**src/rtl/counter_ctrl.sv**
```systemverilog
// Front-panel control for the loadable counter: synchronises and debounces the
// run/step/load buttons and switches, then issues registered active-low count
// enable and load strobes plus a programmable-rate free-running mode.
module counter_ctrl #(
    parameter int unsigned DivWidth  = 24,
    parameter int unsigned DbCycles  = 16,
    parameter int unsigned LoadWidth = 4
) (
    input  logic                 i_clk,
    input  logic                 i_reset_n,
    input  logic                 i_run_btn,
    input  logic                 i_step_btn,
    input  logic                 i_load_btn,
    input  logic [LoadWidth-1:0] i_switches,
    input  logic [DivWidth-1:0]  i_div,
    output logic                 o_cnt_enable_n,
    output logic                 o_ld_enable_n,
    output logic [LoadWidth-1:0] o_load,
    output logic                 o_running
);

    localparam int unsigned     DbW    = $clog2(DbCycles);
    localparam logic [DbW-1:0]  DbLast = DbW'(DbCycles - 1);

    // Button bit positions
    localparam int unsigned BtnRun  = 0;
    localparam int unsigned BtnStep = 1;
    localparam int unsigned BtnLoad = 2;

    typedef enum logic [1:0] {
        StPause,
        StRun,
        StLoadP,
        StLoadR
    } state_e;

    logic [2:0]            btn_raw;
    logic [2:0]            btn_meta_q, btn_sync_q;
    logic [LoadWidth-1:0]  sw_meta_q, sw_sync_q;
    logic [2:0]            db_q, db_d, db_prev_q;
    logic [2:0][DbW-1:0]   db_cnt_q, db_cnt_d;
    logic [2:0]            ev;

    state_e                state_q, state_d;
    logic [DivWidth-1:0]   div_q, div_d;
    logic                  cnt_en_n_q, cnt_en_n_d;
    logic                  ld_en_n_q, ld_en_n_d;
    logic [LoadWidth-1:0]  load_q, load_d;
    logic                  running_q, running_d;

    assign btn_raw = {i_load_btn, i_step_btn, i_run_btn};

    // Two-flop synchronisers for buttons and switches
    always_ff @(posedge i_clk or negedge i_reset_n) begin
        if (!i_reset_n) begin
            btn_meta_q <= '0;
            btn_sync_q <= '0;
            sw_meta_q  <= '0;
            sw_sync_q  <= '0;
        end else begin
            btn_meta_q <= btn_raw;
            btn_sync_q <= btn_meta_q;
            sw_meta_q  <= i_switches;
            sw_sync_q  <= sw_meta_q;
        end
    end

    // Per-button debounce: count consecutive disagreeing samples, flip on the last one
    always_comb begin
        db_d     = db_q;
        db_cnt_d = db_cnt_q;
        for (int i = 0; i < 3; i++) begin
            if (btn_sync_q[i] == db_q[i]) begin
                db_cnt_d[i] = '0;
            end else if (db_cnt_q[i] == DbLast) begin
                db_d[i]     = ~db_q[i];
                db_cnt_d[i] = '0;
            end else begin
                db_cnt_d[i] = db_cnt_q[i] + DbW'(1);
            end
        end
    end

    // Debounce state and previous value for edge detection
    always_ff @(posedge i_clk or negedge i_reset_n) begin
        if (!i_reset_n) begin
            db_q      <= '0;
            db_prev_q <= '0;
            db_cnt_q  <= '0;
        end else begin
            db_q      <= db_d;
            db_prev_q <= db_q;
            db_cnt_q  <= db_cnt_d;
        end
    end

    // Press events are single-cycle rising edges of the debounced state
    assign ev = db_q & ~db_prev_q;

    // Control FSM: next state, divider and strobes; priority load > run > step
    always_comb begin
        state_d    = state_q;
        div_d      = div_q;
        cnt_en_n_d = 1'b1;
        ld_en_n_d  = 1'b1;
        load_d     = load_q;
        running_d  = running_q;
        unique case (state_q)
            StPause: begin
                if (ev[BtnLoad]) begin
                    load_d    = sw_sync_q;
                    ld_en_n_d = 1'b0;
                    state_d   = StLoadP;
                end else if (ev[BtnRun]) begin
                    state_d   = StRun;
                    running_d = 1'b1;
                    div_d     = '0;
                end else if (ev[BtnStep]) begin
                    cnt_en_n_d = 1'b0;
                end
            end
            StRun: begin
                if (ev[BtnLoad]) begin
                    load_d    = sw_sync_q;
                    ld_en_n_d = 1'b0;
                    div_d     = '0;
                    state_d   = StLoadR;
                end else if (ev[BtnRun]) begin
                    state_d   = StPause;
                    running_d = 1'b0;
                    div_d     = '0;
                end else if (div_q >= i_div) begin
                    // >= so a lowered i_div still fires on the next edge
                    cnt_en_n_d = 1'b0;
                    div_d      = '0;
                end else begin
                    div_d = div_q + DivWidth'(1);
                end
            end
            StLoadP: begin
                div_d   = '0;
                state_d = StPause;
            end
            StLoadR: begin
                div_d   = '0;
                state_d = StRun;
            end
            default: begin
                state_d = StPause;
            end
        endcase
    end

    // FSM and registered outputs
    always_ff @(posedge i_clk or negedge i_reset_n) begin
        if (!i_reset_n) begin
            state_q    <= StPause;
            div_q      <= '0;
            cnt_en_n_q <= 1'b1;
            ld_en_n_q  <= 1'b1;
            load_q     <= '0;
            running_q  <= 1'b0;
        end else begin
            state_q    <= state_d;
            div_q      <= div_d;
            cnt_en_n_q <= cnt_en_n_d;
            ld_en_n_q  <= ld_en_n_d;
            load_q     <= load_d;
            running_q  <= running_d;
        end
    end

    assign o_cnt_enable_n = cnt_en_n_q;
    assign o_ld_enable_n  = ld_en_n_q;
    assign o_load         = load_q;
    assign o_running      = running_q;

endmodule

```
**config.mk**
```make
export PLATFORM = sky130hd
export DESIGN_NAME = counter_ctrl
export DESIGN_NICKNAME = d
export VERILOG_FILES = /design/src/rtl/counter_ctrl.sv
export SDC_FILE = /design/constraint.sdc
export NUM_CORES = 1
export LEC_CHECK = 0
export CAP_MARGIN = 30
export CORE_ASPECT_RATIO = 1.25
export CORE_MARGIN = 8
export CORE_UTILIZATION = 30
export CTS_CLUSTER_DIAMETER = 80
export DETAILED_ROUTE_END_ITERATION = 10
export MAX_ROUTING_LAYER = met4
export PLACE_DENSITY = 0.45
export SLEW_MARGIN = 10
export SYNTH_ARGS = -nofsm -noshare
export SYNTH_HDL_FRONTEND = slang
export SYNTH_SLANG_ARGS = --single-unit
```
**constraint.sdc**
```tcl
create_clock -name i_clk -period 3.89 [get_ports i_clk]
set_clock_uncertainty 0.15 [all_clocks]
set_input_delay 0.389 -clock i_clk [delete_from_list [all_inputs] [get_ports i_clk]]
set_output_delay 0.389 -clock i_clk [all_outputs]
set_load 0.02 [all_outputs]
```
==> results of run 1 <==
==> placed cells by master, fill, tap and decap left out, drive strengths merged, types with 10 or more instances in the layout <==
| cell | instances |
|---|---|
| dfrtp | 63 |
| clkdlybuf4s50 | 38 |
| inv | 32 |
| ha | 28 |
| a21oi | 23 |
| nand2 | 22 |
| nor2 | 18 |
| o31ai | 12 |
| clkbuf | 12 |
| nor3 | 11 |
| xnor2 | 10 |
| a22o | 10 |
| nand4 | 10 |
==> cell families (layout without fill, tap and decap cells) <==
kind of cell / count (synthesis) / after routing / synth area share [%]
compound gates: 70 / 70 / 13.9
flops: 65 / 65 / 48.0
simple gates: 103 / 103 / 16.7
xor+xnor: 14 / 14 / 3.61
mux: 8 / 8 / 2.62
buf+inv: 38 / 89 / 4.80
fa+ha+maj: 28 / 28 / 10.3
==> registers in the layout, indices dropped and copies added, names as in the netlist <==
| name | flops |
|---|---|
| btn_meta_q | 3 |
| btn_sync_q | 3 |
| db_cnt_q | 12 |
| db_prev_q | 3 |
| db_q | 3 |
| div_q | 24 |
| o_cnt_enable_n | 1 |
| o_ld_enable_n | 1 |
| o_load | 4 |
| o_running | 1 |
| state_q | 2 |
| sw_meta_q | 4 |
| sw_sync_q | 4 |
==> layer usage <==
| metal | share of wire [%] | vias up |
|---|---|---|
| li1 | - | 1256 |
| met1 | 44 | 1242 |
| met2 | 51 | 34 |
| met3 | 2.6 | 11 |
| met4 | 1.9 | 0 |
| met5 | 0 | - |
==> final timing paths <==
path,from,end,cells after the start
max,i_div[23],div_q[1],9
min,i_reset_n,db_cnt_q[0],1
max reg2reg,div_q[21],div_q[1],7
min reg2reg,btn_meta_q[1],btn_sync_q[1],0
max in group asynchronous,i_reset_n,o_ld_enable_n,2
min in group i_clk,btn_meta_q[1],btn_sync_q[1],0
==> layout make-up <==
type / instances / share of cell area, %
Multi-Input combinational cell: 223 / 37.4
Timing Repair Buffer: 41 / 9.34
Clock buffer: 12 / 6.22
Inverter: 32 / 2.80
Clock inverter: 4 / 2.28
Sequential cell: 65 / 38.0
Tap cell: 135 / 3.94
==> where the power goes <==
group          total [mW]  switching, mW  leakage, nW  internal [mW]
Sequential          0.773         0.0500        0.824          0.723
Combinational       0.204         0.0980        0.947          0.106
Clock               0.965          0.287        0.175          0.678
Total                1.94          0.435         1.95           1.51
==> results.rst, run 1 <==
.. list-table::
   :header-rows: 1

   * - Metric
     - Value
   * - Initial antenna violation count
     - 0
   * - Total leakage power
     - 1.95 nW
   * - Post-Route Setup TNS
     - 0 ns
   * - Share of Yosys cell area claimed by the top area cell type
     - 46.5%
   * - Footprint of the flip-flops and latches
     - roughly 0.0016 sq mm
   * - Master cell of the clock root buffer
     - clkbuf_16
   * - Number of levels in the clock H-tree
     - 3
   * - CTS buffer count
     - 9
   * - Final Instance Area
     - 0.00429 sq mm
   * - Layout overhead on the synthesized area
     - 26.4%
   * - Total GRT Usage
     - 10.7%
   * - Data required time of the critical path
     - approximately 4.0 ns
   * - Mapped Nets
     - approximately 390
   * - Critical-path maximum fanout
     - 20
   * - Cell seen most often among critical-path stages
     - a22o_1
   * - Cts hold-fix bufs
     - 0
   * - DR WL/cell
     - 14.6 um
   * - Netlist Area Pre-Place
     - 0.00339 sq mm
   * - Period minus WS final
     - 3.41 ns
   * - Placed cell area
     - 0.00392 sq mm
   * - Final setup margin
     - between 0.4 and 0.5 ns
   * - Fin crit share
     - 87.6%
   * - Final hold violation count
     - 30
   * - Top_reg_cell synth
     - dfrtp_1
   * - Cell total after placement
     - 496
   * - Area taken by multi-input logic gates
     - approximately 0.0016 sq mm
   * - Kind of cell adding the most delay to the critical path
     - compound AO/OA/AOI/OAI gates
   * - Clk buf depth
     - 2
   * - Ports placed on the boundary
     - 40
   * - Crit-path max cell delay
     - 0.68 ns
   * - Class of the most critical setup path
     - in2reg
   * - Post-synthesis async set-or-reset flop share
     - 100%
   * - Least-Margin Pin Slew
     - 0.843 ns
   * - Final-stage net count
     - 433
   * - Fillcell total
     - 1125
   * - Most frequent cells after synthesis
     - dfrtp_1, inv_1, ha_1
   * - Minimum hold slack
     - -0.0167 ns
   * - Utilization of the core after routing
     - 38.7%
   * - Total vias in the final route
     - approximately 2500
   * - Die Footprint
     - 0.0150 sq mm
   * - Antenna cell count
     - 0
   * - Worst-case setup slack after placement
     - 0.0411 ns
   * - Met2 capacity usage during global routing
     - 18.3%
   * - Filler-free cell count of the finished design
     - 512
   * - Clock Sinks
     - 65
   * - Count of buffering cells on the critical path with inverters included
     - 2
   * - GRT busiest layer
     - met2
   * - Detailed-route vias per instance
     - between 4 and 5
   * - Global-route wire length before repair
     - 12700 um
   * - Maximum number of pins on one net before global-route repair
     - 35
   * - Hold crit path type
     - in2async
   * - Initial core utilization
     - 30.6%
   * - Crit start category
     - primary input
   * - CP Data Arrival Time
     - 3.47 ns
   * - Post-synth EDFFs
     - 0
   * - Max-Slew Margin vs Limit
     - 43.8%
   * - RSZ-0062 raised after global routing
     - false
   * - R2R setup slack
     - 0.60 ns
   * - IO Port Bufs
     - 39
   * - Count of cells resized by post-cts repair
     - 0
   * - Final GP Congestion
     - 0.715
   * - First-pass detailed-route iteration total
     - 6
   * - GRT met3 Usage
     - 2.09%
   * - Critical-path top delay cell
     - a311o_1
   * - Count of distinct cell types in the synthesized netlist
     - 44
   * - Met1 demand-to-capacity share in global routing
     - 11.8%
   * - Area leader, netlist
     - dfrtp_1
   * - Num rows
     - 43
   * - Number of flip-flops and latches in the synthesized netlist
     - 65
   * - HPWL Detailed
     - 5430 um
   * - Sequential area share after synthesis
     - 48.0%
   * - Die X-Extent
     - between 100 and 150 um
   * - Setup violations, final
     - 0
   * - Drc violations
     - 0
   * - Share of post-route cells with drive strength above 1
     - 10.1%
   * - Clock-pin slew on the worst setup and hold paths
     - ~0.050 ns
   * - Post-synthesis average cell area
     - 10.4 sq um
   * - Height of the die
     - 135 um
   * - Outcome
     - finished with violations
   * - Core Region
     - 0.0111 sq mm
   * - Overall power of the completed layout
     - 1.94 mW
   * - Number of DRC violations after detailed-routing iteration 0
     - 74
   * - Post-Syn Instances
     - around 330
   * - Total of warnings raised by yosys
     - 0
   * - Vias in the first global route
     - around 2600
   * - Post CTS Setup Buffer Count
     - 0
   * - CP cell instances
     - clkdlybuf4s50_1, inv_1, ha_1, nand4_2, nor4_1, a22o_1, a311o_1, nor2_2, a22o_1
   * - Cell with the most instances after synthesis
     - dfrtp_1
   * - CTS tree
     - built
   * - Final number of max-transition violations
     - 0
   * - Clock latency of the later-clocked register in the worst-skew pair
     - between 0.3 and 0.4 ns
   * - Achievable Freq
     - 294 MHz
   * - Synth top area cells
     - dfrtp_1, ha_1, inv_1, a21oi_1, a22o_1
   * - CP Capture Type
     - flop
   * - Max-cap violations
     - 0
   * - Peak supply drop
     - 0.217 mV
   * - Power Dens Cells
     - 453 mW/mm^2
   * - Violated checks
     - hold timing
   * - Post-route antenna net violation count
     - 0
   * - Overflow left after global routing
     - 0
   * - DRT Wirelength
     - 7490 um
(Power assumes the default switching activity.)
==> inputs of run 2 (changes only) <==
--- a/config.mk
+++ b/config.mk
@@ -5,7 +5,6 @@
 export SDC_FILE = /design/constraint.sdc
 export NUM_CORES = 1
 export LEC_CHECK = 0
-export CAP_MARGIN = 30
 export CORE_ASPECT_RATIO = 1.25
 export CORE_MARGIN = 8
 export CORE_UTILIZATION = 30
==> results of run 2 <==
Final layout, timing and power as in run 1 (identical DEF).
==> inputs of run 3 (changes only) <==
--- a/config.mk
+++ b/config.mk
@@ -10,6 +10,7 @@
 export CORE_UTILIZATION = 30
 export CTS_CLUSTER_DIAMETER = 80
 export DETAILED_ROUTE_END_ITERATION = 10
+export GPL_TIMING_DRIVEN = 0
 export MAX_ROUTING_LAYER = met4
 export PLACE_DENSITY = 0.45
 export SLEW_MARGIN = 10
==> results.rst, run 3 (synthesis gave the netlist of run 1 again) <==
.. list-table::
   :header-rows: 1

   * - Metric
     - Value
   * - Largest registers in the final layout
     - div_q: 24 flops, db_cnt_q: 12 flops
   * - Global-route wire length before repair
     - approximately 13000 um
   * - Hold path start
     - btn_meta_q[0]
   * - Post-Route Setup TNS
     - 0 ns
   * - Total leakage power
     - 1.96 nW
   * - Switching Power
     - 0.441 mW
   * - Internal Dissipation
     - 1.47 mW
   * - Utilization of the core after routing
     - 39.1%
   * - Flip-flop count of the largest register, all copies and words added
     - 24
   * - Overflow left after global routing
     - 0
   * - DR WL/cell
     - 14.2 um
   * - Vias in the first global route
     - 2627
   * - Final number of max-transition violations
     - 0
   * - Number of levels in the clock H-tree
     - 3
   * - CP Data Arrival Time
     - 2.99 ns
   * - Number of cells on the worst reg-to-reg path
     - 9
   * - Part of the total power dissipated in sequential elements
     - 40.4%
   * - Power Dens Cells
     - 442 mW/mm^2
   * - Fillcell total
     - 1121
   * - Least-Margin Pin Slew
     - 0.499 ns
   * - R2R setup slack
     - 1.02 ns
   * - HPWL Detailed
     - between 5000 and 6000 um
   * - Clock Sinks
     - 65
   * - Fin crit share
     - between 70% and 80%
   * - Critical-path maximum fanout
     - 10
   * - Post-route antenna net violation count
     - 0
   * - Clock Power Share
     - 48.9%
   * - Footprint of the flip-flops and latches
     - 0.00163 sq mm
   * - Height of the die
     - 135 um
   * - Clk buf depth
     - 2
   * - Most flops, register
     - div_q
   * - Die Footprint
     - 0.0150 sq mm
   * - CTS tree
     - built
   * - Clock-pin slew on the worst setup and hold paths
     - approximately 0.05 ns
   * - Routed length on met1
     - ~3400 um
   * - Final setup margin
     - 1.02 ns
   * - Hold crit path type
     - reg2reg
   * - Class of the most critical setup path
     - in2reg
   * - IO Port Bufs
     - 39
   * - Area taken by multi-input logic gates
     - 0.00160 sq mm
   * - Final hold violation count
     - 0
   * - Most used cells in the layout excluding fill and tap cells
     - dfrtp_1, clkdlybuf4s50_1, inv_1
   * - Worst-case setup slack after placement
     - about 0.64 ns
   * - Maximum number of pins on one net before global-route repair
     - 52
   * - Overall power of the completed layout
     - 1.92 mW
   * - Met2 wire length
     - 3640 um
   * - Ports placed on the boundary
     - 40
   * - Sum of met3 wire segment lengths after detailed routing
     - 236 um
   * - Worst reg2reg startpoint
     - div_q[0]
   * - RSZ-0062 raised after global routing
     - false
   * - Layout overhead on the synthesized area
     - 27.7%
   * - Most common cell after layout, fill and taps aside
     - dfrtp_1
   * - Core Region
     - 0.0111 sq mm
   * - Share of post-route cells with drive strength above 1
     - under 10%
   * - Drc violations
     - 0
   * - Setup violations, final
     - 0
   * - CTS buffer count
     - 9
   * - Die X-Extent
     - approximately 110 um
   * - Outcome
     - completed
   * - Switching power as a share of total power
     - 23.0%
   * - Post CTS Setup Buffer Count
     - 0
   * - Master cell of the clock root buffer
     - clkbuf_16
   * - Clock latency of the later-clocked register in the worst-skew pair
     - 0.33 ns
   * - DRT Wirelength
     - 7340 um
   * - Uppermost metal layer occupied by signal nets
     - met4
   * - Cell total after placement
     - 501
   * - Antenna cell count
     - 0
   * - Max-Slew Margin vs Limit
     - 65.9%
   * - Peak supply drop
     - about 0.24 mV
   * - Number of instances on the worst hold path
     - 0
   * - Data required time of the critical path
     - ~4 ns
   * - First-pass detailed-route iteration total
     - 4
   * - Max-cap violations
     - 0
   * - Total vias in the final route
     - 2563
   * - Final GP Congestion
     - 0.739
   * - Period minus WS final
     - roughly 2.9 ns
   * - Total GRT Usage
     - 10.9%
   * - Achievable Freq
     - 348 MHz
   * - Initial core utilization
     - 30.6%
   * - Crit start category
     - primary input
   * - Final-stage net count
     - 439
   * - Initial antenna violation count
     - 0
   * - CP Capture Type
     - flop
   * - Combinational group share of total power
     - 10.7%
   * - Number of DRC violations after detailed-routing iteration 0
     - 54
   * - Num rows
     - 43
   * - Hold path endpoint
     - btn_sync_q[0]
   * - Detailed-route vias per instance
     - 4.95
   * - Filler-free cell count of the finished design
     - slightly above 500
   * - Worst R2R End
     - div_q[21]
run 3: changes by cell type in the layout (fill, tap and decap cells not counted):
cell | before | now
clkbuf_8 | 3 | 1
buf_6 | 0 | 1
clkbuf_1 | 0 | 4
o21ai_0 | 6 | 7
buf_4 | 2 | 1
clkinv_2 | 0 | 1
buf_8 | 0 | 1
buf_16 | 0 | 1
dlygate4sd3_1 | 0 | 1
o21ai_2 | 1 | 0
run 3: area by class of cell:
class	instances	area share (%)
Timing Repair Buffer	41	9.82
Clock buffer	11	5.60
Clock inverter	5	2.37
Sequential cell	65	37.6
Tap cell	135	3.90
Inverter	32	2.77
Multi-Input combinational cell	223	36.9
Buffer	6	0.982
run 3: metrics by stage:
| stage | hold WS (ns) | instance area, sq um |
|---|---|---|
| after floorplan | -0.0566 | 3390 |
| after global placement | 0.183 | 3950 |
| after detailed placement | 0.119 | 3980 |
| after CTS | 0.200 | 4330 |
| after global routing | 0.204 | 4330 |
| final | 0.197 | 4330 |
run 3: worst max path at each step:
stage / end / depth (start not counted) / startpoint
after detailed placement: div_q[1] / 9 / i_div[0]
after CTS: div_q[21] / 9 / div_q[0]
after global placement: div_q[6] / 1 / i_reset_n
after floorplan: div_q[18] / 10 / i_div[23]
after global routing: div_q[4] / 9 / div_q[0]
final: div_q[21] / 9 / i_div[0]
run 3: critical path: stages:
cell	delay [ns]
clkdlybuf4s50_1	0.41
ha_1	0.28
nand2b_1	0.14
a2111oi_0	0.51
o31ai_1	0.18
a311o_1	0.31
buf_6	0.16
nor2_2	0.37
a22o_1	0.22
run 3: power groups by stage:
stage	Sequential [mW]	Combinational [mW]	Clock, mW
floorplan	0.772	0.130	0
global placement	0.787	0.200	0
detailed placement	0.786	0.209	0
CTS	0.775	0.211	0.965
global route	0.781	0.241	0.993
finish	0.774	0.205	0.937
run 3: repair_timing:
item                                   in CTS  in global routing
endpoints found under the hold margin      14                  0
hold buffers                                1                  0
resized for setup                           0                  0
run 3: layer usage:
layer | vias up | track usage [%]
met3 | 10 | 3.06
met5 | - | -
met4 | 0 | 4.45
met2 | 40 | 17.7
met1 | 1250 | 12.4
li1 | 1263 | -
